$ cat config.mk
export PLATFORM = sky130hd
export DESIGN_NAME = mem_access_ctrl
export DESIGN_NICKNAME = d
export VERILOG_FILES = /design/src/rtl/mem_access_ctrl.sv
export SDC_FILE = /design/constraint.sdc
export NUM_CORES = 1
export LEC_CHECK = 0
export CAP_MARGIN = 5
export CORE_MARGIN = 3
export CORE_UTILIZATION = 35
export CTS_CLUSTER_SIZE = 16
export DETAILED_ROUTE_END_ITERATION = 8
export PLACE_DENSITY = 0.83
export SKIP_CTS_REPAIR_TIMING = 1
export SYNTH_ARGS = -nofsm -noshare
export SYNTH_HDL_FRONTEND = slang
export SYNTH_SLANG_ARGS = --single-unit
export TNS_END_PERCENT = 100
$ cat constraint.sdc
create_clock -name clk -period 1.7 [get_ports clk]
set_clock_uncertainty 0.05 [all_clocks]
set_input_delay 0.34 -clock clk [delete_from_list [all_inputs] [get_ports clk]]
set_output_delay 0.34 -clock clk [all_outputs]
set_load 0.02 [all_outputs]
$ cat src/rtl/mem_access_ctrl.sv
// Data-memory access controller for the EX/MEM stage: issues one aligned request,
// stalls the pipeline until it completes, resolves branches, and latches faults.
module mem_access_ctrl #(
   parameter int unsigned TIMEOUT = 16
) (
   input  logic        clk,
   input  logic        rst_n,
   input  logic        exmem_memread,
   input  logic        exmem_memwrite,
   input  logic        exmem_branch,
   input  logic        exmem_zf,
   input  logic [31:0] exmem_alu,
   input  logic [31:0] exmem_b2,
   input  logic        mem_ack,
   input  logic [31:0] mem_rdata,
   output logic        mem_req,
   output logic        mem_we,
   output logic [31:0] mem_addr,
   output logic [31:0] mem_wdata,
   output logic        stall,
   output logic [31:0] rdata_out,
   output logic        rdata_valid,
   output logic        pc_src,
   output logic        flush,
   output logic        err,
   output logic        err_align
);

   typedef enum logic [1:0] {IDLE, REQ, DONE, ERR} state_t;

   localparam logic [7:0] LAST_WAIT = 8'(TIMEOUT - 1);

   state_t      state_q, state_d;
   logic [7:0]  cnt_q, cnt_d;
   logic        mem_req_q, mem_req_d;
   logic        mem_we_q, mem_we_d;
   logic [31:0] mem_addr_q, mem_addr_d;
   logic [31:0] mem_wdata_q, mem_wdata_d;
   logic [31:0] rdata_out_q, rdata_out_d;
   logic        rdata_valid_q, rdata_valid_d;
   logic        err_q, err_d;
   logic        err_align_q, err_align_d;
   logic        access;

   assign access = exmem_memread | exmem_memwrite;

   always_comb begin
      state_d       = state_q;
      cnt_d         = cnt_q;
      mem_req_d     = mem_req_q;
      mem_we_d      = mem_we_q;
      mem_addr_d    = mem_addr_q;
      mem_wdata_d   = mem_wdata_q;
      rdata_out_d   = rdata_out_q;
      rdata_valid_d = 1'b0;
      err_d         = err_q;
      err_align_d   = err_align_q;
      case (state_q)
         IDLE: begin
            if (access) begin
               if (exmem_alu[1:0] == 2'b00) begin
                  state_d     = REQ;
                  cnt_d       = 8'd0;
                  mem_req_d   = 1'b1;
                  mem_we_d    = exmem_memwrite;
                  mem_addr_d  = exmem_alu;
                  mem_wdata_d = exmem_b2;
               end else begin
                  state_d     = ERR;
                  err_d       = 1'b1;
                  err_align_d = 1'b1;
               end
            end
         end
         REQ: begin
            // An ack in the timeout cycle still completes the access.
            if (mem_ack) begin
               state_d   = DONE;
               mem_req_d = 1'b0;
               if (!mem_we_q) begin
                  rdata_out_d   = mem_rdata;
                  rdata_valid_d = 1'b1;
               end
            end else if (cnt_q == LAST_WAIT) begin
               state_d     = ERR;
               mem_req_d   = 1'b0;
               err_d       = 1'b1;
               err_align_d = 1'b0;
            end else begin
               cnt_d = cnt_q + 8'd1;
            end
         end
         DONE:    state_d = IDLE;
         ERR:     state_d = ERR;
         default: state_d = IDLE;
      endcase
   end

   always_ff @(posedge clk or negedge rst_n) begin
      if (!rst_n) begin
         state_q       <= IDLE;
         cnt_q         <= 8'd0;
         mem_req_q     <= 1'b0;
         mem_we_q      <= 1'b0;
         mem_addr_q    <= 32'd0;
         mem_wdata_q   <= 32'd0;
         rdata_out_q   <= 32'd0;
         rdata_valid_q <= 1'b0;
         err_q         <= 1'b0;
         err_align_q   <= 1'b0;
      end else begin
         state_q       <= state_d;
         cnt_q         <= cnt_d;
         mem_req_q     <= mem_req_d;
         mem_we_q      <= mem_we_d;
         mem_addr_q    <= mem_addr_d;
         mem_wdata_q   <= mem_wdata_d;
         rdata_out_q   <= rdata_out_d;
         rdata_valid_q <= rdata_valid_d;
         err_q         <= err_d;
         err_align_q   <= err_align_d;
      end
   end

   // DONE drops stall so the held instruction leaves EX/MEM without re-triggering.
   assign stall = ((state_q == IDLE) && access) || (state_q == REQ) || (state_q == ERR);

   assign pc_src      = exmem_branch & exmem_zf & ~stall;
   assign flush       = pc_src;
   assign mem_req     = mem_req_q;
   assign mem_we      = mem_we_q;
   assign mem_addr    = mem_addr_q;
   assign mem_wdata   = mem_wdata_q;
   assign rdata_out   = rdata_out_q;
   assign rdata_valid = rdata_valid_q;
   assign err         = err_q;
   assign err_align   = err_align_q;

endmodule

# Word-level counts from Yosys, hierarchy flattened
# Index checks and enable logic that the tools add are counted.
totals:
  ram_bits: 0
  latchBits: 0
  in_bits: 103
  out_inout_bits: 104
  ff_bits: 111
  word_cells: 64
  romBits: 0
  n_memories: 0
op_classes:
  addsub: 1
  shift: 0
  mux: 25
  n_lt_le_gt_ge: 0
  eq_ne: 11
  bitwise_logic: 5
  n_reduce_logical: 12
  mul: 0
  div: 0
ops:
  columns: ["operator", "n"]
  rows:
  - ["$mux 8", 4]
  - ["$pmux 8 s2", 1]
  - ["$mux 1", 12]
  - ["$ne 2x2->1 const B", 6]
  - ["$reduce_and 5->1", 2]
  - ["$add 8x1->8 const B", 1]
  - ["$eq 8x4->1 const B", 1]
  - ["$mux 2", 4]
  - ["$pmux 2 s4", 1]
  - ["$pmux 1 s2", 3]
  - ["$reduce_and 3->1", 2]
  - ["$eq 2x2->1 const B", 2]
  - ["$logic_not 2->1", 2]
  - ["$reduce_and 4->1", 1]
  - ["$ne 3x3->1 const B", 1]
  - ["$and 1x1->1", 2]
  - ["$eq 2x1->1 const B", 1]
  - ["$logic_or 1x1->1", 2]
  - ["$not 1->1", 2]
  - ["$reduce_and 2->1", 1]
  - ["$reduce_bool 2->1", 1]
  - ["$logic_and 1x1->1", 1]
  - ["$or 1x1->1", 1]

# Depth between registers and ports, before layout
logic_depth:
  depth_word: 6
  mapped_depth: 6
  depth_no_buf: 5

# Least setup slack after synthesis
# OpenSTA, ideal clock, no wires.
synth_path:
  path_kind: "reg2reg"
  startpoint: "reg state_q[1]"
  endpoint: "reg rdata_out_q[10] (netlist: rdata_out[10])"
  t_required_ns: 1.522
  path_stages_with_launch: 6
  synth_period_minus_slack_ns: 1.602
  n_path_buf: 1
  arrival_ns: 1.425
  setup_time_ns: 0.128
  slack_ns: 0.098
  path_cell_list: "dfrtp_1 -> and2b_4 -> nand2_2 -> nor2_4 -> buf_4 -> mux2_1"
synth_between:
  elab_chain_cells: 2
synth_lines:
  columns: ["item", "line", "source"]
  rows:
  - ["start: declaration", "33", "state_t state_q, state_d;"]
  - ["start signal: assignment", "112", "state_q <= state_d;"]
  - ["$eq 2x1->1", "58", "case (state_q)"]
  - ["$reduce_and 3->1 (no source line)", null, null]
  - ["end signal: assignment", "118", "rdata_out_q <= rdata_out_d;"]
  - ["end: declaration", "39", "logic [31:0] rdata_out_q, rdata_out_d;"]
# No other way between the ends.
# A chain may end at the register's enable or synchronous reset.

# Worst setup path after layout
layout_path:
  startpoint: "reg state_q[1]"
  endpoint: "reg rdata_out_q[11] (netlist: rdata_out[11])"
# The elaborated chain is that of the path after synthesis.

==> implementation parameters <==
Parameter                              Value

Global route
  Total congestion overflow    0
  Met2 Usage GRT    27.1%
  GR Layer Usage met1    21.3%
  Via count of the first global-routing pass    3800
  Pin count of the biggest net entering global routing    46
  Global-route usage over all layers    16.8%
  Number of antenna violations at the first check in global routing    0
  Met3 track demand over resource in global routing    5.38%
  Most used routing layer in global routing    met2
  Global-route wire length before repair    19000 um

Critical path
  Kind of capture point of the worst setup path    flop
  Sort of element at the start of the critical path    flop
  Max Fanout on Critical Path    16
  Data arrival, critical path    1900 ps
  Required time of the critical path    1870 ps
  Critical path start-end classification    reg2reg

STA
  Fin. max-slew vios    0
  Final period util    102%
  Pin slew with the least headroom to its limit    436 ps
  Count of endpoints failing hold in the final timing report    0
  Setup Viol. Count Final    11
  Final setup margin    -27.1 ps
  Setup Total Neg Slack    -163 ps
  RSZ-0062 raised after global routing    true
  Max-slew headroom    70.8%
  Clock period minus final worst setup slack    1730 ps
  Peak Freq    579 MHz

Power
  Combinational share of power    48.7%
  Internal power    8.42 mW
  Portion of total power attributed to the clock network    16.4%
  Maximum resistive drop on vdd    0.818 mV
  Switching part of the total    36.6%
  Ratio of total power to cell area    1680 mW/mm2
  Static leakage    4.77 nW
  Reg power frac    34.9%
  Power dissipated by switching net loads    4.87 mW

Floorplan
  Total core area    0.0121 mm2
  Num rows    40
  Area enclosed by the die boundary    0.0138 mm2
  I/O pin count    207
  Starting density of the core    36.0%
  Horiz. Die Dim    118 um
  Die outline height    118 um

CTS
  Clk Tree Root Cell    sky130_fd_sc_hd__clkbuf_16
  Clock latency reported for the late side of the worst-skew pair    340 ps
  Register clock-pin slew on the reported worst setup and hold paths    70 ps
  Number of levels the H-tree was split into    3
  Num CTS Buffers    9
  Clock tree from TritonCTS    built
  Maximum clock insertion buffer count    2
  Number of clock sinks    111

Yosys
  Count of mapped cells out of synthesis    412
  Number of register bits inferred by synthesis    111
  Per-instance average area after synthesis    10.6 um2
  Synth Net Count    516
  Dominant register cell in the synthesized netlist    sky130_fd_sc_hd__dfrtp_1
  Count of synthesis-stage warnings from yosys    0
  Post-synth EDFFs    0
  Library cells used by synthesis    37
  Post-Synthesis Cell Area    0.00436 mm2
  Async set or reset register ratio after synthesis    100%
  Register area share after synthesis    63.6%

Final layout
  N_diodes    0
  Fraction of final layout cells with drive strength greater than 1    19.4%
  Total of fill cells in the finished design    910
  Footprint of the flip-flops and latches    0.00278 mm2
  Total number of nets in the final design    758
  Final instance count without filler cells    827
  Layout-stage area growth over the synthesis result    81.0%
  Share of the core filled with cells    65.2%
  Finished layout cell area    0.00790 mm2
  Total area of multi-input combinational cells    0.00167 mm2

Placement
  Detailed Place HPWL    8690 um
  Routability Congestion    0.806
  Worst slack after detailed placement    -621 ps
  Count of placed standard cells including taps    791
  Number of I/O port buffers    206
  Cell area after placement    0.00679 mm2

Routing
  Iter 0 DRT Violations    263
  Count of unresolved DRC violations after routing    0
  Total detailed-routing wirelength    14200 um
  Avg Vias per Cell    4.73
  Antenna Violating Nets Remaining    0
  Number of optimization iterations in the first detailed-route pass    4
  Number of vias in the routed layout    3912
  Routed wire per std cell    17.2 um

Hold path
  Path class of the lowest-slack min-delay path    in2async

Flow run
  Max-cap viol count    0

Run status
  Result of the run    finished with violations
  Violations in the final reports    negative setup slack
registers in the layout, indices dropped and copies added (netlist names), 2 cells and up:
register   count
mem_addr      32
mem_wdata     32
rdata_out     32
cnt_q          8
state_q        2
layout make-up:
class                      count  share of cell area [%]
timing repair buffer         249                    37.0
sequential                   111                    35.2
multi-input combinational    281                    21.2
clock buffer                  13                    3.42
tap                          168                    2.66
clock inverter                 3                   0.507
inverter                       2                  0.0951
Yosys cell counts, types with 4 or more instances:
library cell	n	share of area, %
sky130_fd_sc_hd__nand3_1	6	0.69
sky130_fd_sc_hd__dfrtp_1	111	64
sky130_fd_sc_hd__mux2_1	29	7.5
sky130_fd_sc_hd__a21oi_1	4	0.46
sky130_fd_sc_hd__o21ai_0	4	0.46
sky130_fd_sc_hd__a21o_1	4	0.69
sky130_fd_sc_hd__buf_4	11	1.9
sky130_fd_sc_hd__clkbuf_1	4	0.34
sky130_fd_sc_hd__nor2_1	8	0.69
sky130_fd_sc_hd__nand2_1	194	17
power groups by stage:
stage	registers [mW]	logic [mW]	clock network (mW)
final	4.64	6.48	2.18
after global routing	4.78	6.89	2.34
after CTS	4.58	6.08	2.23
after detailed placement	4.62	6.06	0
after global placement	4.55	5.92	0
after floorplan	6.00	1.36	0
cells in the final DEF, fill, tap and decap left out, drive strengths merged, types with 2 or more instances in the layout:
cell           instances
a21o                   4
a21oi                  4
and2                   3
buf                   38
clkbuf                21
clkdlybuf4s50        100
clkinv                 2
dfrtp                111
dlymetal6s2s         102
inv                    2
mux2                  32
nand2                195
nand3                  6
nor2                   9
nor4                   4
o21ai                  7
path summary, 6_finish.rpt:
path	startpoint	end	slack, ps	cells after the start
worst max-delay path	state_q[1]	rdata_out[11]	-30	5
worst min-delay path	rst_n	rdata_out[12]	410	2
worst max register to register	state_q[1]	rdata_out[11]	-30	5
worst min register to register	mem_wdata[18]	mem_wdata[18]	420	2
max in group asynchronous	rst_n	cnt_q[0]	620	3
min in group clk	exmem_memwrite	mem_we	420	3
critical path, stage by stage (launching register included):
cell and delay (ps):
sky130_fd_sc_hd__dfrtp_1 420, sky130_fd_sc_hd__and2b_4 290, sky130_fd_sc_hd__nand2_4 60, sky130_fd_sc_hd__nor2_4 200, sky130_fd_sc_hd__clkbuf_16 240, sky130_fd_sc_hd__mux2_1 340
per-stage QoR:
stage | hold WS [ps] | power (mW)
floorplan | -5.59 | 7.37
detailed placement | 220 | 10.7
global placement | 218 | 10.5
CTS | -159 | 12.9
global route | 424 | 14.0
finish | 409 | 13.3
routing by layer:
metal	wire (um)	up-vias
met5	0	-
met4	232	0
met3	1100	18
met2	7070	193
met1	5820	1896
li1	-	1805
cell families (layout without fill, tap and decap cells):
logic type / count (synthesis) / count (layout) / share of synthesized area, %
xor+xnor: 1 / 1 / 0.201
simple gates: 226 / 226 / 21.4
compound gates: 19 / 20 / 2.95
flops: 111 / 111 / 63.6
fa+ha+maj: 1 / 1 / 0.287
buf+inv: 21 / 267 / 3.01
mux: 33 / 33 / 8.49
Power figures use the tool's default switching activity.
